### src/rtl/pipe_perf_monitor.sv
// pipe_perf_monitor: cycle/event performance counters with an atomic snapshot bank and registered read port.
// Defining PERF_PC_TRACE_EN adds a circular buffer of PCs captured on the flush channel (evt_i[1]).
module pipe_perf_monitor #(
   parameter int CNT_W       = 32,
   parameter int N_EVT       = 4,
   parameter int SATURATE    = 1,
   parameter int TRACE_DEPTH = 8
) (
   input  logic                             clk_i,
   input  logic                             rst_i,
   input  logic                             start_i,
   input  logic                             clear_i,
   input  logic [CNT_W-1:0]                 limit_i,
   input  logic [N_EVT-1:0]                 evt_i,
   input  logic                             snap_i,
   input  logic [3:0]                       rd_sel_i,
   output logic [CNT_W-1:0]                 rd_data_o,
   output logic                             running_o,
   output logic                             done_o,
   output logic [N_EVT:0]                   ovf_o
`ifdef PERF_PC_TRACE_EN
   ,
   input  logic [31:0]                      pc_i,
   input  logic [$clog2(TRACE_DEPTH)-1:0]   trace_sel_i,
   output logic [31:0]                      trace_pc_o,
   output logic [$clog2(TRACE_DEPTH):0]     trace_cnt_o
`endif
);

   typedef enum logic [1:0] {IDLE, RUN, DONE} stateT;

   localparam int NC = N_EVT + 1;

   stateT            r_state;
   logic             r_running;
   logic             r_done;
   logic [CNT_W-1:0] r_cnt    [NC];
   logic [CNT_W-1:0] r_shadow [NC];
   logic [CNT_W-1:0] r_rdData;
   logic [NC-1:0]    r_ovf;
   logic [NC-1:0]    w_inc;
   logic             w_hitLimit;
   logic [CNT_W-1:0] w_rdMux;

   // Slot 0 is the cycle counter, slot k+1 is event channel k.
   assign w_inc = (r_state == RUN) ? {evt_i, 1'b1} : '0;

   // Once the cycle counter has overflowed the limit is considered passed and never fires.
   assign w_hitLimit = (r_state == RUN) && (limit_i != '0) && !r_ovf[0] &&
                       ((r_cnt[0] + CNT_W'(1)) == limit_i);

   always_comb begin
      w_rdMux = '0;
      for (int k = 0; k < NC; k++) begin
         if (rd_sel_i == 4'(k)) w_rdMux = r_shadow[k];
      end
   end

   always_ff @(posedge clk_i) begin
      if (rst_i || clear_i) begin
         r_state   <= IDLE;
         r_running <= 1'b0;
         r_done    <= 1'b0;
         r_rdData  <= '0;
         r_ovf     <= '0;
         for (int k = 0; k < NC; k++) begin
            r_cnt[k]    <= '0;
            r_shadow[k] <= '0;
         end
      end else begin
         r_rdData <= w_rdMux;
         for (int k = 0; k < NC; k++) begin
            if (snap_i) r_shadow[k] <= r_cnt[k];
            if (w_inc[k]) begin
               if (r_cnt[k] == '1) begin
                  r_ovf[k] <= 1'b1;
                  r_cnt[k] <= (SATURATE != 0) ? '1 : '0;
               end else begin
                  r_cnt[k] <= r_cnt[k] + CNT_W'(1);
               end
            end
         end
         case (r_state)
            IDLE: begin
               if (start_i) begin
                  r_state   <= RUN;
                  r_running <= 1'b1;
               end
            end
            RUN: begin
               if (w_hitLimit) begin
                  r_state   <= DONE;
                  r_running <= 1'b0;
                  r_done    <= 1'b1;
               end
            end
            default: ;
         endcase
      end
   end

   assign rd_data_o = r_rdData;
   assign running_o = r_running;
   assign done_o    = r_done;
   assign ovf_o     = r_ovf;

`ifdef PERF_PC_TRACE_EN
   localparam int TR_W = $clog2(TRACE_DEPTH);

   logic [31:0]     r_trace [TRACE_DEPTH];
   logic [TR_W-1:0] r_wrPtr;
   logic [TR_W:0]   r_traceCnt;
   logic [31:0]     r_tracePc;
   logic [TR_W-1:0] w_rdIdx;

   // Select 0 is the newest entry, i.e. the slot just behind the write pointer.
   assign w_rdIdx = r_wrPtr - TR_W'(1) - trace_sel_i;

   always_ff @(posedge clk_i) begin
      if (rst_i || clear_i) begin
         r_wrPtr    <= '0;
         r_traceCnt <= '0;
         r_tracePc  <= '0;
         for (int k = 0; k < TRACE_DEPTH; k++) r_trace[k] <= '0;
      end else begin
         r_tracePc <= r_trace[w_rdIdx];
         if ((r_state == RUN) && evt_i[1]) begin
            r_trace[r_wrPtr] <= pc_i;
            r_wrPtr          <= r_wrPtr + TR_W'(1);
            if (r_traceCnt != (TR_W+1)'(TRACE_DEPTH)) r_traceCnt <= r_traceCnt + (TR_W+1)'(1);
         end
      end
   end

   assign trace_pc_o  = r_tracePc;
   assign trace_cnt_o = r_traceCnt;
`endif

endmodule

### config.mk
export PLATFORM = sky130hd
export DESIGN_NAME = pipe_perf_monitor
export DESIGN_NICKNAME = d
export VERILOG_FILES = /design/src/rtl/pipe_perf_monitor.sv
export SDC_FILE = /design/constraint.sdc
export NUM_CORES = 1
export LEC_CHECK = 0
export CAP_MARGIN = 20
export CORE_MARGIN = 4
export CORE_UTILIZATION = 50
export CTS_BUF_LIST = sky130_fd_sc_hd__clkbuf_16
export DETAILED_ROUTE_END_ITERATION = 8
export PLACE_DENSITY = 0.68
export SKIP_LAST_GASP = 1
export SYNTH_ARGS = -nofsm -noshare
export SYNTH_HDL_FRONTEND = slang
export SYNTH_SLANG_ARGS = --single-unit
### constraint.sdc
create_clock -name clk_i -period 6.77 [get_ports clk_i]
set_clock_uncertainty 0.05 [all_clocks]
set_input_delay 0.677 -clock clk_i [delete_from_list [all_inputs] [get_ports clk_i]]
set_output_delay 0.677 -clock clk_i [all_outputs]
set_load 0.01 [all_outputs]
; Word level (Yosys, flattened, before mapping)
; Memory sizes are Yosys's and may differ from the RTL's.
; Index checks and enable logic that the tools add are counted.
[word_totals]
inputBits = 45
reg_bits = 41
ram_bits = 320
wordCells = 132
mem_count = 2
output_inout_bits = 39
[op_classes]
muxes = 72
n_eq_ne = 13
bitwise = 15
n_reduce_logical = 16
add_sub_neg = 5
[memory_table]
columns = name, depth, width, rd, rd_clocked_by_memory_dff, wr, line
row1 = r_cnt, 5, 32, 5, 0, 5, 37  ; logic [CNT_W-1:0] r_cnt [NC];
row2 = r_shadow, 5, 32, 5, 0, 5, 38  ; logic [CNT_W-1:0] r_shadow [NC];
[op_table]
columns = op, count
row1 = $mux W32, 20
row2 = $add A32 B1 Y32 const B, 5
row3 = $eq A32 B32 Y1 const B, 5
row4 = $mux W1, 47
row5 = $eq A32 B32 Y1, 1
row6 = $reduce_bool A32 Y1, 1
row7 = $or A1 B1 Y1, 15
row8 = $reduce_and A2 Y1, 6
row9 = $eq A4 B2 Y1 const B, 2
row10 = $mux W5, 1
row11 = $eq A4 B1 Y1 const B, 1
row12 = $eq A4 B3 Y1 const B, 1
row13 = $logic_not A4 Y1, 1
row14 = $mux W2, 2
row15 = $ne A2 B2 Y1 const B, 2
row16 = $pmux W2 S2, 1
row17 = $logic_and A1 B1 Y1, 3
row18 = $reduce_and A3 Y1, 1
row19 = $eq A2 B1 Y1 const B, 1
row20 = $logic_not A2 Y1, 1
row21 = $pmux W1 S2, 1
row22 = $reduce_bool A2 Y1, 1
row23 = $logic_not A1 Y1, 1
row24 = $logic_or A1 B1 Y1, 1

; Longest topological paths before layout
[logic_depth]
depth_word = 7
mapped_depth = 11
ltp_nobuf = 9

; Worst setup path after synthesis
; No wires, ideal clock.
[synth_timing]
kind = input -> register
start = in snap_i
end = mem r_shadow[0][0], enable pin
setup_ps = 529
setup_slack_ps = 1557
required_ps = 6191
cell_stages = 3
arrival_ps = 4634
path_buffers = 2
cell_sequence = clkbuf_1 -> clkbuf_1 -> or3_1
[synth_lines]
columns = item, line
row1 = from (decl), 15  ; input logic snap_i,
row2 = to (decl), 38

==> impl_metrics.toml <==
[setup_path]
r2r-start = "r_cnt[0][8]$_SDFFCE_PN0P_"
timing.rr.end = "r_state[0]$_SDFFE_PP0P_"
worstPathRequired_ps = 6970
reg2reg_slack_ps = 3350
critPathLaunchType = "primary input"
critical_path_class = "primary input to register"
reg2regPathDepth = 8
crit_end = "r_cnt[1][0]$_SDFFCE_PN0P_"
critPathArrivalTime_ps = 3620
path_max_fanout = 37
worstSetupStartpoint = "clear_i"
worstSetupEndpointType = "register"

[floorplan]
die_h_um = 195
core_area_um2 = 34500
die-area_um2 = 38000
row_count = 68
boundaryPins = 84
die_w_um = 195
start_util = 0.506

[power]
p_leak_nw = 7.64
power_frac_seq = 0.520
peakVddDrop_uv = 145
p_int_w = 0.00394
finalPower_w = 0.00506
switching_share = 0.220
p_sw_w = 0.00111
combinationalPowerShare = 0.052
cellPowerDensity_nw_per_um2 = 253
clkPwrFrac = 0.428

[sta]
slew_viol_final = 0
hold_viol = 0
worst_pin_slew_ps = 1050
setup_viol = 0
min_period_over_period = 0.507
max_freq_mhz = 292
period_needed_ps = 3430
slew-limit-headroom = 0.299
rsz0062_at_grt = "no"
fin_tns_setup_ps = 0
worst_hold_slack_ps = 394

[clock_tree]
cts_tree = "built"
clock-sinks = 360
clockBufferDepth = 3
clk_latency_ps = 530
numCtsBuffers = 38
cts_hold_buffers = 0
cts_setup_buffers = 0
htree_levels = 2
cts_root_buf = "clkbuf_16"
cts_resized = 0
clk_pin_slew_ps = 60

[layout]
mostFrequentLayoutCells = "edfxtp_1 (320), and3_1 (197), a21oi_1 (168)"
final_common_cell = "edfxtp_1"
num-nets-final = 1575
drive_gt1_frac = 0.0650
area_growth_pct = 14.3
antenna_cells = 0
n_fill_cell = 2799

[logic_synthesis]
synthesis.area_per_instance_um2 = 11.7
ys_seq_area_frac = 0.596
synth_nets = 1542
yosys_warnings = 0
syn_inst = 1492
synth_enable_flop_cells = 320
yosys_register_bits = 360
synth_area_um2 = 17500
yosys_most_used_dff = "edfxtp_1"
synth.distinct_cells = 68
synthArstFlopShare = 0

[placed_design]
dp_hpwl_um = 31100
io_buffers = 83
gp_congestion = 0.932

[routing]
avgViaCountPerCell = 6.24
drc = 0
wirelength_um = 46500
wire_per_inst_um = 23.1
vias = 12500
first_iter_violations = 1797
drt_first_pass_iters = 9
ant_nets = 0

[grt]
grt_max_degree = 96
grt_pass1_vias = 11900
grtUsageTotal = 0.237
grt_pass1_wl_um = 71100
gr-total-overflow = 0
antenna_found_initial = 1

[job]
maxCapViolCount = 0

[min_path]
hp-class = "register to register"

[outcome]
status = "complete, no violations"
cells by family after synthesis:
kind of cell             synth area share
AND/OR/NAND/NOR                     0.169
AO/OA/AOI/OAI                       0.110
XOR/XNOR                           0.0884
buffers and inverters              0.0307
adder cells (fa/ha/maj)           0.00358
flip-flops                          0.596
multiplexers                      0.00236
critical path: stages:
cell and delay [ps]:
clkdlybuf4s50_1 480, or2_2 630, nor2_1 780, and3_1 700
buf_16 230, a21oi_1 90
state kept, by name, indices dropped and copies added (netlist names):
name,cells
done_o,1
rd_data_o,32
r_state,2
ovf_o,5
r_shadow,160
r_cnt,160
per-layer routing:
metal / global-route usage / part of all wire / vias up / wire (um)
li1: - / - / 5753 / -
met3: 0.0419 / 0.086 / 71 / 4020
met5: 0 / 0 / - / 0
met4: 0.0732 / 0.031 / 0 / 1440
met2: 0.353 / 0.45 / 607 / 21000
met1: 0.356 / 0.43 / 6114 / 20100
synth_stat cells, types with 8 or more instances:
master,number,area (um2)
a21oi_1,168,841
a222oi_1,32,320
a22oi_1,32,240
and3_1,197,1230
and4_1,20,175
buf_2,14,70.1
clkbuf_1,90,338
dfxtp_1,40,801
edfxtp_1,320,9610
inv_1,17,63.8
nand2_1,79,297
nand3_1,54,270
nand4_1,40,250
nor2_1,48,180
nor2b_1,8,50.1
nor3_1,10,50.1
nor4_1,21,131
o21ai_0,32,160
xnor2_1,74,648
xor2_1,97,850
power groups by stage:
stage               registers [W]  clock network, W  logic, W
global route              0.00264           0.00228  0.000286
floorplan                 0.00263                 0  0.000173
CTS                       0.00262           0.00219  0.000261
finish                    0.00263           0.00217  0.000263
detailed placement        0.00267                 0  0.000259
global placement          0.00266                 0  0.000256
through the flow:
| step | instance area [um2] | setup WS [ps] | util | instances |
|---|---|---|---|---|
| floorplan | 17500 | 1560 | - | 1492 |
| global placement | 18600 | 2600 | 0.538 | 1936 |
| detailed placement | 18600 | 2580 | 0.539 | 1938 |
| CTS | 19900 | 3140 | 0.577 | 2008 |
| global route | 20000 | 3180 | 0.578 | 2010 |
| finish | 20000 | 3340 | 0.578 | 2010 |
layout make-up:
cell class / count / area (um2) / area share
clock inverter: 29 / 275 / 0.0138
multi-input combinational: 1003 / 6570 / 0.329
timing repair buffer: 105 / 1060 / 0.0531
inverter: 17 / 63.8 / 0.00320
sequential: 360 / 10400 / 0.521
clock buffer: 41 / 1030 / 0.0514
tap: 455 / 569 / 0.0285
how the worst min path moves through the flow:
stage,from,end,depth (start not counted)
after CTS,done_o$_SDFFE_PP0P_,done_o$_SDFFE_PP0P_,2
final,done_o$_SDFFE_PP0P_,done_o$_SDFFE_PP0P_,2
after floorplan,r_state[1]$_SDFFE_PP0P_,r_state[1]$_SDFFE_PP0P_,2
after global routing,done_o$_SDFFE_PP0P_,done_o$_SDFFE_PP0P_,2
after global placement,done_o$_SDFFE_PP0P_,done_o$_SDFFE_PP0P_,2
after detailed placement,done_o$_SDFFE_PP0P_,done_o$_SDFFE_PP0P_,2
Note: power is estimated with default switching activity, not from simulation.
